File: src/rtl/mux8way_arbiter.sv
// mux8way_arbiter: round-robin 8:1 valid/ready merge with optional per-source burst hold
module mux8way_arbiter #(
    parameter int WIDTH = 8,
    parameter int BURST = 1
) (
    input  logic               clk,
    input  logic               rst_n,
    input  logic [7:0]         in_valid,
    input  logic [8*WIDTH-1:0] in_data,
    output logic [7:0]         in_ready,
    output logic               out_valid,
    output logic [WIDTH-1:0]   out_data,
    output logic [2:0]         out_sel,
    input  logic               out_ready
);
    logic [2:0] ptr, win, prev, nptr;
    logic [3:0] beat_cnt, ncnt;
    logic       prev_v, xfer, same, hold, sw;
    always_comb begin
        win = ptr;
        for (int k = 7; k >= 0; k--)
            if (in_valid[ptr + 3'(k)]) win = ptr + 3'(k);
    end
    // rst_n gates the grant so nothing is accepted while reset is held
    assign xfer     = rst_n && (!out_valid || out_ready) && |in_valid;
    assign in_ready = xfer ? 8'b1 << win : 8'b0;
    assign same     = prev_v && win == prev;
    assign hold     = BURST > 1 && same && beat_cnt < 4'(BURST - 1);
    assign sw       = BURST > 1 && !same;
    assign nptr     = hold || sw ? win : win + 3'd1;
    assign ncnt     = hold ? beat_cnt + 4'd1 : sw ? 4'd1 : 4'd0;
    always_ff @(posedge clk or negedge rst_n) begin
        if (!rst_n) begin
            out_valid <= 1'b0;
            out_data  <= '0;
            out_sel   <= '0;
            ptr       <= '0;
            beat_cnt  <= '0;
            prev      <= '0;
            prev_v    <= 1'b0;
        end else if (xfer) begin
            out_valid <= 1'b1;
            out_data  <= in_data[win*WIDTH +: WIDTH];
            out_sel   <= win;
            ptr       <= nptr;
            beat_cnt  <= ncnt;
            prev      <= win;
            prev_v    <= 1'b1;
        end else if (out_ready) begin
            out_valid <= 1'b0;
        end
    end
endmodule
File: config.mk
export PLATFORM = sky130hd
export DESIGN_NAME = mux8way_arbiter
export DESIGN_NICKNAME = d
export VERILOG_FILES = /design/src/rtl/mux8way_arbiter.sv
export SDC_FILE = /design/constraint.sdc
export NUM_CORES = 1
export LEC_CHECK = 0
export ABC_CLOCK_PERIOD_IN_PS = 4900
export CORE_MARGIN = 4
export CORE_UTILIZATION = 43
export CTS_CLUSTER_SIZE = 12
export DETAILED_ROUTE_END_ITERATION = 8
export HOLD_SLACK_MARGIN = 0.1
export PLACE_DENSITY = 0.9
export SLEW_MARGIN = 20
export SYNTH_ARGS = -nofsm -noshare
export SYNTH_HDL_FRONTEND = slang
export SYNTH_SLANG_ARGS = --single-unit
export TNS_END_PERCENT = 5
File: constraint.sdc
create_clock -name clk -period 4.9 [get_ports clk]
set_input_delay 0.98 -clock clk [delete_from_list [all_inputs] [get_ports clk]]
set_output_delay 0.98 -clock clk [all_outputs]
set_load 0.05 [all_outputs]
# Word level (Yosys, flattened, before mapping)
# Cells that the tools add are included.
# classes
add_sub_neg	8
order_cmp	8
shift	2
n_mux	27
reduce_logical	6
# ops
operator	n
indexed part select 64 x 7 -> 8 bit	1
< comparator 3 x 4 -> 1 bit, second input constant	8
binary-select mux 1 bit (select 3 bit)	8
two-way mux 3 bit	8
adder 3 bit, second input constant	4
two-way mux 1 bit	10
two-way mux 8 bit	1
OR reduction 8 bit	1
<< shifter 1 x 3 -> 8 bit, first input constant	1
adder 3 x 1 -> 3 bit, second input constant	2
adder 3 x 2 -> 3 bit, second input constant	2
logical AND 1 bit	2
nonzero test 2 bit	1
zero test 1 bit	1
logical OR 1 bit	1
# word_totals
ff_bits	15
input_bits	75

# Longest topological paths before layout
# Gate-level depths: netlist of the first run.
# depth
depth_word	13
depth_mapped	17
mapped_depth_nobuf	11

# Least setup slack after synthesis of the first run
# OpenSTA, ideal clock, no wires.
# synth_path
path_type	reg-to-output
from	register ptr[1]
to	output in_ready[2]
arrival_time_ps	4528
required_ps	3920
setup_slack_ps	-608
stages_incl_launch_ff	15
path_buffers	6
cell_sequence	dfrtp_1 buf_2 buf_4 buf_2 inv_1 ha_1 buf_6 buf_2 mux4_2 mux2_2 a221oi_2 a21oi_1 o31a_1 buf_4 nor4_1
# synth_between
elab_chain_cells	13
# synth_lines
item	line	source
from (decl)	16	logic [2:0] ptr, win, prev, nptr;
from (signal assigned)	45	ptr <= nptr;
adder 3 bit	22	if (in_valid[ptr + 3'(k)]) win = ptr + 3'(k);
binary-select mux 1 bit (select 3 bit)	22	
two-way mux 1 bit (implied by the code)	22	
two-way mux 3 bit (7 in a row)	22	
two-way mux 3 bit (*)	22	
<< shifter 1 x 3 -> 8 bit (*)	26	assign in_ready = xfer ? 8'b1 << win : 8'b0;
two-way mux 8 bit (*)	26	
to (decl)	10	output logic [7:0] in_ready,
# Mark *: on every way between the ends. The rest lies on a longest branch, timed or not. The select of a mux whose other input is x is not followed.

# Worst setup path after layout of the first run
# layout_path
from	input in_valid[2]
to	output in_ready[7]
# layout_between
elab_chain_cells	12
# layout_lines
item	line	source
from (decl)	8	input logic [7:0] in_valid,
binary-select mux 1 bit (select 3 bit)	22	
two-way mux 1 bit (implied by the code)	22	
two-way mux 3 bit (8 in a row)	22	
<< shifter 1 x 3 -> 8 bit	26	
two-way mux 8 bit (*)	26	
# Marked as above.

==> run summary, run 1 <==
outcome: finished, final reports clean
final setup fails: 0
Worst Tran Pin Value: 0.748 ns
Critical Path, Cell by Cell: clkdlybuf4s50_1, buf_4, mux4_2, mux2_2, a2111o_1, a21oi_1, o31a_1, nor2b_4, ha_1, and2_1, buf_12
Die Y: 83.3 um
area of the die: 6930 um^2
Ports: 95
CP Launch Type: input port
number of DRC markers in iteration 0: 213
clk buf depth: 2
Core Region: 5510 um^2
CP max stage cell: mux4_2
fraction of layout cells with a size suffix above 1: 29.7%
Slew Viols, Final: 0
Yosys warnings: 0
clk sinks: 15
cells after synthesis: 247
Max Clk Rate: 0.207 GHz
top cells by count, synth: 31 x mux2_2, 24 x nand2_1, 18 x o22ai_1, 15 x dfrtp_1
fin worst setup slack: 0.0719 ns
placed cell areas: 3550 um^2
Mapped Area: 2430 um^2
Top FF cell, synth: dfrtp_1
Post-Route WL: 8.41 mm
Reg clk slew, reported paths: 0.07 ns
number of synthesized register bits: 15
crit end category: output pin
Design Area, Final: 3630 um^2
critical path arrival: 3.85 ns
Setup CP Type: in -> out
Fin Clk Skew: 0.00104 ns
Mean Syn Cell Area: 9.86 um^2
final antenna-violating net count: 0
initial antenna violation count: 0
wire per inst: 20.3 um
overall routing resource usage: 23.6%
largest net degree at the start of global routing: 32
worst min-delay path class: reg -> reg
Initial Util: 44.2%
Die Wd: 83.3 um
unrepaired setup endpoints after global routing: true
root buffer cell: clkbuf_8
FP Rows: 27
most common cell in the netlist: mux2_2
CTS tree: yes
Register Area: 375 um^2
htree depth: 1
first-pass GRT wire length: 13.4 mm
Seq/Total Area, Yosys: 15.4%
Clock Latency Late Sink: 0.25 ns
Hold Vio Cnt, Final: 0
gpl congestion: 0.885
Ant. Diodes: 0
crit-path max cell delay: 0.50 ns
CP required: 3.92 ns
vias in the first global route: 2705
Synth top area share: 15.4%
post-synth cell types: 56
global route overflow: 0
pre-CTS WS: 0.0351 ns
Net Count, Synth: 325
filler cell count: 393
post-layout minimum cycle time: 4.83 ns
Max Cap Viol: 0
EDFF count, synth: 0
number of CTS-inserted buffers: 3
area leader, netlist: dfrtp_1
area occupied by multi-input gates: 1890 um^2
Post-synth ARST share: 100%
fin nets: 422
Rel. slew slack: 50.2%
Residual DRC: 0
via count: 2516
First-pass DRT Iterations: 4
port buffer count: 94
top cells by area, synth: dfrtp_1 15%, mux2_2 14%, mux4_2 12%
Final Cycle Share: 98.5%
HPWL after DPL: 6.50 mm
crit-path max FO: 7
vias per cell: 6.06
Area growth, synth to finish: 49.0%
-- worst paths after layout --
| kind | from | to | slack [ns] | cells past startpoint |
|---|---|---|---|---|
| max | in_valid[2] | in_ready[7] | 0.07 | 11 |
| min | out_data[5]$_DFFE_PN0P_ | out_data[5]$_DFFE_PN0P_ | 0.49 | 2 |
| max reg2reg | ptr[1]$_DFFE_PN0P_ | out_data[6]$_DFFE_PN0P_ | 0.75 | 11 |
| min reg2reg | out_data[5]$_DFFE_PN0P_ | out_data[5]$_DFFE_PN0P_ | 0.49 | 2 |
| max in group asynchronous | rst_n | out_data[3]$_DFFE_PN0P_ | 3.67 | 2 |
| min in group asynchronous | rst_n | out_valid$_DFFE_PN0P_ | 1.05 | 2 |
-- repair_timing --
action	CTS	global route
pin swaps	0	1
hold buffers	0	0
resized for setup	1	12
setup buffers	0	2
endpoints found under the setup margin	1	7
-- metrics by stage --
step | util (%) | setup TNS [ns] | hold WS (ns) | instances
floorplan | - | -0.0559 | 0.684 | 247
global placement | 64.4 | 0 | 0.463 | 409
detailed placement | 64.4 | 0 | 0.475 | 409
CTS | 65.2 | 0 | 0.491 | 413
global route | 65.9 | -0.128 | 0.515 | 415
finish | 65.9 | 0 | 0.489 | 415
-- area by class of cell --
cell class	count	area share, %
Tap cell	72	2.48
Sequential cell	15	10.3
Clock inverter	1	0.138
Timing Repair Buffer	116	33.1
Multi-Input combinational cell	200	52.0
Clock buffer	3	1.14
Inverter	8	0.828
-- placed cells by master, fill, tap and decap left out, types with 4 or more instances in the layout --
| cell | Yosys | routed |
|---|---|---|
| a21oi_1 | 7 | 7 |
| buf_12 | 1 | 8 |
| buf_4 | 4 | 21 |
| clkdlybuf4s50_1 | 0 | 82 |
| dfrtp_1 | 15 | 15 |
| dlymetal6s2s_1 | 0 | 4 |
| inv_1 | 6 | 6 |
| mux2_1 | 13 | 13 |
| mux2_2 | 31 | 31 |
| mux2i_1 | 7 | 7 |
| mux4_2 | 13 | 15 |
| nand2_1 | 24 | 24 |
| nand2b_1 | 5 | 5 |
| nand3_1 | 5 | 5 |
| nor2_1 | 7 | 5 |
| o21ai_0 | 5 | 5 |
| o22ai_1 | 18 | 18 |
| o31ai_1 | 4 | 4 |
| o31ai_2 | 4 | 4 |
| xnor2_1 | 4 | 4 |
-- worst max-delay path: cells and delay by family --
| family | cells | cell delay (ns) |
|---|---|---|
| fa+ha+maj | 1 | 0.18 |
| simple gates | 2 | 0.23 |
| buf+inv | 3 | 0.80 |
| mux | 2 | 0.82 |
| compound gates | 3 | 0.84 |
-- kinds of logic (layout without fill, tap and decap cells) --
| logic type | after synthesis | after routing | share of synthesized area [%] |
|---|---|---|---|
| xor gates and xnor gates | 5 | 5 | 1.80 |
| buffers and inverters | 32 | 128 | 7.91 |
| AOI/OAI and AO/OA | 62 | 62 | 21.6 |
| DFF | 15 | 15 | 15.4 |
| adders and majority gates | 3 | 3 | 1.54 |
| and+or+nand+nor | 62 | 62 | 12.6 |
| muxes | 68 | 68 | 39.1 |
-- flip-flops by register name, indices dropped and copies added (netlist names) --
register   count
out_data       8
out_sel        3
out_valid      1
ptr            3
-- metal layers --
layer	routed length, um	share of wire [%]	vias to the layer above	global-route usage [%]
met5	0	0	-	0
met4	258	3.1	0	8.02
met3	495	5.9	33	4.27
met2	4590	55	111	43.3
met1	3060	36	1218	27.3
li1	-	-	1154	-
Power of run 1 is left out: the tool's default activity adds up to more than one toggle a clock period on the data nets, which glitch-free logic cannot reach.
==> inputs of run 2 (changes only) <==
--- a/config.mk
+++ b/config.mk
@@ -10,8 +10,9 @@
 export CORE_UTILIZATION = 43
 export CTS_CLUSTER_SIZE = 12
 export DETAILED_ROUTE_END_ITERATION = 8
+export DONT_BUFFER_PORTS = 1
 export HOLD_SLACK_MARGIN = 0.1
-export PLACE_DENSITY = 0.9
+export PLACE_DENSITY = 0.69
 export SLEW_MARGIN = 20
 export SYNTH_ARGS = -nofsm -noshare
 export SYNTH_HDL_FRONTEND = slang
==> run summary, run 2 (synthesis results as in run 1) <==
outcome: finished, final reports clean
Fin Clk Skew: 0.00512 ns (+0.00409 ns)
crit-path max FO: 15 (+8)
Reg clk slew, reported paths: 0.06 ns (about the same)
Top delay family on crit path: multiplexers
Top Registers: out_data (8), out_sel (3), ptr (3)
root buffer cell: clkbuf_8
Area growth, synth to finish: 5.09%
worst min-delay path class: in -> async
vias in the first global route: 2020 (-25%)
Final Cycle Share: 94.9% (-3.6 points)
CP Launch Type: flip-flop
clk sinks: 15 (unchanged)
Placed Cells: 308 (-25%)
CTS tree: yes
Clock Latency Late Sink: 0.25 ns (about the same)
Slew Viols, Final: 0 (unchanged)
Most flops, register: out_data
Ant. Diodes: 0 (unchanged)
FP Rows: 27 (unchanged)
area of the die: 6930 um^2 (unchanged)
initial antenna violation count: 0 (unchanged)
Critical Path, Cell by Cell: inv_1, ha_2, mux2_1, mux4_1, a2111o_1, a21oi_1, o31a_1, nor2b_1, ha_1, and2_1, buf_12
overall routing resource usage: 16.6% (-6.9 points)
HPWL after DPL: 4.60 mm (-29%)
critical path arrival: 3.67 ns (-0.18 ns)
unrepaired setup endpoints after global routing: false
fraction of layout cells with a size suffix above 1: 33.3% (+3.6 points)
flop2flop setup slack: 1.08 ns (+0.33 ns)
highest-count cells in the layout ignoring fill and taps: 31 x mux2_2, 24 x nand2_1, 18 x o22ai_1, 15 x dfrtp_1
wire per inst: 18.8 um (-7.4%)
number of DRC markers in iteration 0: 261 (+23%)
global route overflow: 0 (unchanged)
final antenna-violating net count: 0 (unchanged)
First-pass DRT Iterations: 4 (unchanged)
port buffer count: 0 (-100%)
Register Area: 375 um^2 (unchanged)
Worst Tran Pin Value: 0.756 ns (+0.00785 ns)
final setup fails: 0 (unchanged)
clk buf depth: 2 (unchanged)
post-layout minimum cycle time: 4.65 ns (-0.176 ns)
Initial Util: 44.2% (unchanged)
Die Y: 83.3 um (unchanged)
fin nets: 319 (-24%)
WP buf/inv: 2 (-1)
first-pass GRT wire length: 10.0 mm (-25%)
Final Non-Filler Cells: 312 (-25%)
CP max stage cell: mux4_1
Die Wd: 83.3 um (unchanged)
largest net degree at the start of global routing: 33 (+3.1%)
Largest register FFs: 8 (unchanged)
via count: 1985 (-21%)
CP required: 3.92 ns (about the same)
Core Region: 5510 um^2 (unchanged)
gpl congestion: 0.808 (-8.7%)
commonest non-fill, non-tap cell in the layout: mux2_2
area occupied by multi-input gates: 1880 um^2 (-0.27%)
Setup CP Type: reg -> out
Worst R2R End: out_data[3]$_DFFE_PN0P_
Ports: 95 (unchanged)
reg-to-reg critical path startpoint: ptr[1]$_DFFE_PN0P_
Max Cap Viol: 0 (unchanged)
crit end category: output pin
Max Clk Rate: 0.215 GHz (+3.8%)
vias per cell: 6.36 (+4.9%)
crit-path max cell delay: 0.60 ns (+0.10 ns)
Residual DRC: 0 (unchanged)
number of CTS-inserted buffers: 3 (unchanged)
Hold Vio Cnt, Final: 0 (unchanged)
filler cell count: 520 (+32%)
R2R cell count: 11 (unchanged)
htree depth: 1 (unchanged)
Rel. slew slack: 49.0% (-1.2 points)
cts hold-fix bufs: 0 (unchanged)
Post-Route WL: 5.85 mm (-30%)
## run 2: cell types whose count changed in the layout (fill, tap and decap cells not counted), moves of 2 or more
cell,before,now
mux4_2,15,13
mux4_1,1,3
buf_4,21,10
nor2b_1,1,3
nor2_2,2,0
clkdlybuf4s50_1,82,0
dlymetal6s2s_1,4,0
buf_12,8,3
nor2_1,5,7
## run 2: per-layer routing
metal	track usage, %	wire length [um]	vias up
li1	-	-	947
met1	22.2	2470	977
met2	28.4	3040	58
met3	3.57	324	3
met4	2.08	22	0
met5	0	0	-
## run 2: what timing repair did
action / CTS / global route
gates resized for setup: 0 / 1
setup buffers: 0 / 0
endpoints found under the setup margin: 0 / 2
## run 2: area by class of cell
type | count | share of cell area [%]
Multi-Input combinational cell | 200 | 73.5
Clock buffer | 3 | 1.61
Sequential cell | 15 | 14.7
Inverter | 8 | 1.17
Timing Repair Buffer | 13 | 5.28
Tap cell | 72 | 3.52
Clock inverter | 1 | 0.196
## run 2: worst max-delay path by stage
stage               cells after the start  slack, ns               start          end
global route                           11      0.001  ptr[1]$_DFFE_PN0P_  in_ready[7]
finish                                 11       0.25  ptr[1]$_DFFE_PN0P_  in_ready[7]
detailed placement                     11       0.42  ptr[1]$_DFFE_PN0P_  in_ready[7]
CTS                                    11       0.12  ptr[1]$_DFFE_PN0P_  in_ready[7]
global placement                        9       0.54         in_valid[7]  in_ready[1]
floorplan                              14      -0.03  ptr[1]$_DFFE_PN0P_  in_ready[2]
## run 2: worst reg2reg max path, delay by kind of cell, from the launching register on
kind                     cells  cell delay (ns)
buffers and inverters        2             0.54
adder cells (fa/ha/maj)      1             0.55
flip-flops                   1             0.34
multiplexers                 3             1.31
AO/OA/AOI/OAI                5             0.96
## run 2: metrics by stage
step / setup slack (ns) / instance area, um^2 / TNS [ns] / util [%] / hold slack (ns)
2_1_floorplan: -0.0280 / 2450 / -0.0559 / - / 0.684
3_3_place_gp: 0.535 / 2510 / 0 / 45.6 / 0.608
3_5_place_dp: 0.418 / 2510 / 0 / 45.6 / 0.615
4_1_cts: 0.124 / 2560 / 0 / 46.4 / 0.414
5_1_grt: 0.00120 / 2560 / 0 / 46.5 / 0.404
6_report: 0.248 / 2560 / 0 / 46.5 / 0.419
Power of run 2 is left out for the same reason.
==> inputs of run 3 (changes only) <==
--- a/config.mk
+++ b/config.mk
@@ -8,6 +8,7 @@
 export ABC_CLOCK_PERIOD_IN_PS = 4900
 export CORE_MARGIN = 4
 export CORE_UTILIZATION = 43
+export CTS_BUF_LIST = sky130_fd_sc_hd__clkbuf_16
 export CTS_CLUSTER_SIZE = 12
 export DETAILED_ROUTE_END_ITERATION = 8
 export DONT_BUFFER_PORTS = 1
==> run summary, run 3 (synthesis results as in run 1) <==
root buffer cell: clkbuf_16
CTS tree: yes
vias per cell: 6.42 (+0.86%)
highest-count cells in the layout ignoring fill and taps: 31 x mux2_2, 24 x nand2_1, 18 x o22ai_1, 15 x dfrtp_1
unrepaired setup endpoints after global routing: false
initial antenna violation count: 0 (unchanged)
Hold Vio Cnt, Final: 0 (unchanged)
CP required: 3.92 ns (about the same)
Area growth, synth to finish: 6.47%
Register Area: 375 um^2 (unchanged)
Reg clk slew, reported paths: 0.05 ns (about the same)
CP Launch Type: flip-flop
area of the die: 6930 um^2 (unchanged)
HPWL after DPL: 4.60 mm (unchanged)
Largest register FFs: 8 (unchanged)
First-pass DRT Iterations: 4 (unchanged)
fraction of layout cells with a size suffix above 1: 33.3% (unchanged)
global route overflow: 0 (unchanged)
Setup CP Type: reg -> out
final antenna-violating net count: 0 (unchanged)
worst min-delay path class: in -> async
area occupied by multi-input gates: 1880 um^2 (unchanged)
crit-path max FO: 15 (unchanged)
Max Cap Viol: 0 (unchanged)
vias in the first global route: 2030 (+0.50%)
Rel. slew slack: 49.7% (+0.66 points)
commonest non-fill, non-tap cell in the layout: mux2_2
fin nets: 319 (unchanged)
final setup fails: 0 (unchanged)
Max Clk Rate: 0.215 GHz (about the same)
outcome: finished, final reports clean
Slew Viols, Final: 0 (unchanged)
Fin Clk Skew: 0.00264 ns (-0.00248 ns)
number of DRC markers in iteration 0: 239 (-8.4%)
Final Cycle Share: 94.9% (about the same)
critical path arrival: 3.67 ns (about the same)
largest net degree at the start of global routing: 33 (unchanged)
number of CTS-inserted buffers: 3 (unchanged)
Top Registers: out_data (8), out_sel (3), ptr (3)
FP Rows: 27 (unchanged)
Placed Cells: 308 (unchanged)
Final Hold Slack: 0.427 ns (+0.00850 ns)
Clock Latency Late Sink: 0.25 ns (about the same)
Most flops, register: out_data
clk sinks: 15 (unchanged)
post-layout minimum cycle time: 4.65 ns (-0.00255 ns)
Ant. Diodes: 0 (unchanged)
htree depth: 1 (unchanged)
via count: 2002 (+0.86%)
filler cell count: 515 (-0.96%)
Core Region: 5510 um^2 (unchanged)
Worst Tran Pin Value: 0.755 ns (-0.000302 ns)
Final Non-Filler Cells: 312 (unchanged)
gpl congestion: 0.808 (unchanged)
post-CTS setup buffer count: 0 (unchanged)
Initial Util: 44.2% (unchanged)
Residual DRC: 0 (unchanged)
placed cell areas: 2510 um^2 (unchanged)
fin worst setup slack: 0.251 ns (+0.00255 ns)
Ports: 95 (unchanged)
clk buf depth: 2 (unchanged)
pre-CTS WS: 0.418 ns (unchanged)
Die Wd: 83.3 um (unchanged)
Die Y: 83.3 um (unchanged)
wire per inst: 18.8 um (+0.50%)
Design Area, Final: 2590 um^2 (+1.3%)
first-pass GRT wire length: 10.1 mm (+0.83%)
crit end category: output pin
overall routing resource usage: 16.9% (+0.27 points)
port buffer count: 0 (unchanged)
Post-Route WL: 5.88 mm (+0.50%)
run 3: cell types whose count changed in the layout (fill, tap and decap cells not counted):
cell	delta
clkbuf_16	+3
clkbuf_8	-3
run 3: routing by layer:
| metal | part of all wire [%] | up-vias | GRT usage [%] |
|---|---|---|---|
| li1 | - | 944 | - |
| met1 | 43 | 980 | 22.5 |
| met2 | 51 | 73 | 28.6 |
| met3 | 5.3 | 5 | 2.98 |
| met4 | 0.75 | 0 | 3.86 |
| met5 | 0 | - | 0 |
run 3: area by class of cell:
| class | count | share of cell area (%) |
|---|---|---|
| clock buffer | 3 | 2.90 |
| clock inverter | 1 | 0.193 |
| inverter | 8 | 1.16 |
| multi-input combinational | 200 | 72.6 |
| sequential | 15 | 14.5 |
| tap | 72 | 3.47 |
| timing repair buffer | 13 | 5.21 |
run 3: stage by stage:
| step | setup TNS [ns] | util [%] |
|---|---|---|
| 6_report | 0 | 47.1 |
| 5_1_grt | 0 | 47.1 |
| 4_1_cts | 0 | 47.0 |
| 3_5_place_dp | 0 | 45.6 |
| 3_3_place_gp | 0 | 45.6 |
| 2_1_floorplan | -0.0559 | - |
run 3: final timing paths:
check / start / end / slack [ns] / cells past startpoint
max in group asynchronous: rst_n / out_sel[1]$_DFFE_PN0P_ / 4.40 / 0
worst min-delay path: rst_n / out_data[7]$_DFFE_PN0P_ / 0.43 / 0
worst max-delay path: ptr[1]$_DFFE_PN0P_ / in_ready[7] / 0.25 / 11
min in group clk: ptr[0]$_DFFE_PN0P_ / ptr[0]$_DFFE_PN0P_ / 0.63 / 2
worst max register to register: ptr[1]$_DFFE_PN0P_ / out_data[3]$_DFFE_PN0P_ / 1.07 / 11
worst min register to register: ptr[0]$_DFFE_PN0P_ / ptr[0]$_DFFE_PN0P_ / 0.63 / 2
run 3: what timing repair did:
item                                   4_1_cts  5_1_grt
resized for setup                            0        1
endpoints found under the hold margin        0        0
hold buffers                                 0        0
setup endpoints to repair                    0        1
run 3: worst max-delay path: stages, from the launching register on:
cell	delay [ns]
dfrtp_1	0.34
inv_1	0.12
ha_2	0.55
mux2_1	0.40
mux4_1	0.60
a2111o_1	0.32
a21oi_1	0.14
o31a_1	0.33
nor2b_1	0.11
ha_1	0.20
and2_1	0.16
buf_12	0.15
Power of run 3 is left out for the same reason.
==> patch, RTL diff (flow settings as in run 1) <==
Reset style: synchronous (`rst_n`), changed in one clocked block.
--- a/src/rtl/mux8way_arbiter.sv
+++ b/src/rtl/mux8way_arbiter.sv
@@ -29,7 +29,7 @@
     assign sw       = BURST > 1 && !same;
     assign nptr     = hold || sw ? win : win + 3'd1;
     assign ncnt     = hold ? beat_cnt + 4'd1 : sw ? 4'd1 : 4'd0;
-    always_ff @(posedge clk or negedge rst_n) begin
+    always_ff @(posedge clk) begin
         if (!rst_n) begin
             out_valid <= 1'b0;
             out_data  <= '0;
Check against the original RTL: differs if rst_n is asserted again (counterexample within 4 cycles, from zero or initial values and one cycle with rst_n low); with rst_n held inactive, the same outputs for 10 cycles.
==> patch against run 1 <==
- maximum frequency increased by 5.8%
- worst setup slack better by 0.26 ns
- synthesized area decreased by 7.4%
- cell area fell by 5.0%
- sequential cell count is the same
- wire length is 4.8% lower
- critical path depth shrank 2
- critical endpoint is now in_ready[4]
==> patch: results (changes against run 1) <==
stage,metric,value,unit,change
place,dpl ws,0.0528,ns,+0.0177 ns
synthesis,synth cell count leaders,"31 x mux2i_1, 16 x o211ai_1, 15 x dfxtp_1, 12 x mux2_2, 12 x o21ai_0",,
grt,GR Util met3,3.59,%,-0.68 points
status,status,"finished, final reports clean",,
grt,largest net degree at the start of global routing,22,,-31%
drt,met3 wire length,445,um,-10%
setup_path,worst reg-to-reg path cell count,12,,+1
grt,Global Route Usage Sum,23.4,%,-0.15 points
finish,Final nets,419,,-0.71%
drt,drt initial violations,240,,+13%
setup_path,Worst Setup EP,in_ready[4],,
timing,setup ws final,0.336,ns,+0.264 ns
drt,routed vias,2502,,-0.56%
drt,met2 WL,4330,um,-5.8%
grt,first-pass GRT wire length,11900,um,-11%
timing,Worst-Margin Slew,0.615,ns,-0.132 ns
grt,M1 GR Usage,28.4,%,+1.0 points
setup_path,FF-to-FF Start,ptr[1]$_SDFFE_PN0P_,,
drt,Met1 Wirelength,3150,um,+2.9%
synthesis,"Primary FF master, synth",dfxtp_1,,
drt,Vias/cell,6.10,,+0.66%
setup_path,worst reg2reg endpoint,out_data[7]$_SDFFE_PN0P_,,
place,# placed instances,406,,-0.73%
setup_path,crit path launch,in_valid[0],,
synthesis,cells taking the most area after synthesis,"mux2i_1 14%, dfxtp_1 13%, mux4_2 11%",,
min_path,Hold Path Origin,out_sel[1]$_SDFFE_PN0P_,,
synthesis,Syn Inst Count,243,,-1.6%
finish,fraction of layout cells with a size suffix above 1,21.2,%,-8.6 points
drt,drt pass-1 iters,4,,unchanged
place,routability cong.,0.871,,-1.5%
setup_path,slowest CP cell,mux4_1,,
setup_path,worst stage delay on the critical path,0.62,ns,+0.12 ns
setup_path,FF-to-FF setup slack,1.11,ns,+0.36 ns
setup_path,Crit Path Max Fanout,9,,+2
place,HPWL Detailed,6330,um,-2.6%
synthesis,Async SR Flop Fraction,0,%,-100 points
place,Placed Instance Area,3380,um^2,-4.8%
drt,Post-Route WL,8010,um,-4.8%
grt,M2 GR Usage,43.5,%,+0.17 points
synthesis,"Net Count, Synth",321,,-1.2%
-- patch: cell types whose count changed after synthesis, sizes merged, moves of 11 or more --
cell / run 1 / this run
dfxtp: 0 / 15
mux2: 45 / 13
dfrtp: 15 / 0
mux2i: 7 / 33
o22ai: 19 / 0
o21ai: 5 / 16
o211ai: 2 / 16
nand2: 26 / 9
-- patch: worst min-delay path by stage --
stage / endpoint / slack (ns) / cells past startpoint
after floorplan: out_sel[0]$_SDFFE_PN0P_ / 0.68 / 2
after global placement: out_sel[1]$_SDFFE_PN0P_ / 0.45 / 2
after detailed placement: out_sel[1]$_SDFFE_PN0P_ / 0.46 / 2
after CTS: out_sel[1]$_SDFFE_PN0P_ / 0.47 / 2
after global routing: out_sel[1]$_SDFFE_PN0P_ / 0.50 / 2
final: out_sel[1]$_SDFFE_PN0P_ / 0.46 / 2
-- patch: cell type report --
cell class | count | area (um^2)
multi-input combinational | 199 | 1790
clock inverter | 1 | 5.00
inverter | 9 | 33.8
timing repair buffer | 113 | 1180
tap | 70 | 87.6
sequential | 15 | 300
clock buffer | 3 | 41.3
fill | 383 | 1660
-- patch: cells by family after synthesis --
kind of cell	after synthesis	synth area share (%)
adders and majority gates	3	1.66
muxes	58	33.8
xor gates and xnor gates	5	1.94
AOI/OAI and AO/OA	78	28.7
DFF	15	13.3
buffers and inverters	29	7.32
and+or+nand+nor	55	13.2
-- patch: where the power goes --
part | switching [W] | internal (W) | leakage, nW
Combinational | 0.00137 | 0.00109 | 1.27
Clock | 0.0000464 | 0.0000563 | 0.0255
Sequential | 0.0000259 | 0.000168 | 0.124
Total | 0.00145 | 0.00132 | 1.42
-- patch: repair_timing --
item                       4_1_cts  5_1_grt
gates resized for setup          0        9
setup buffers                    0        0
setup endpoints to repair        0        8
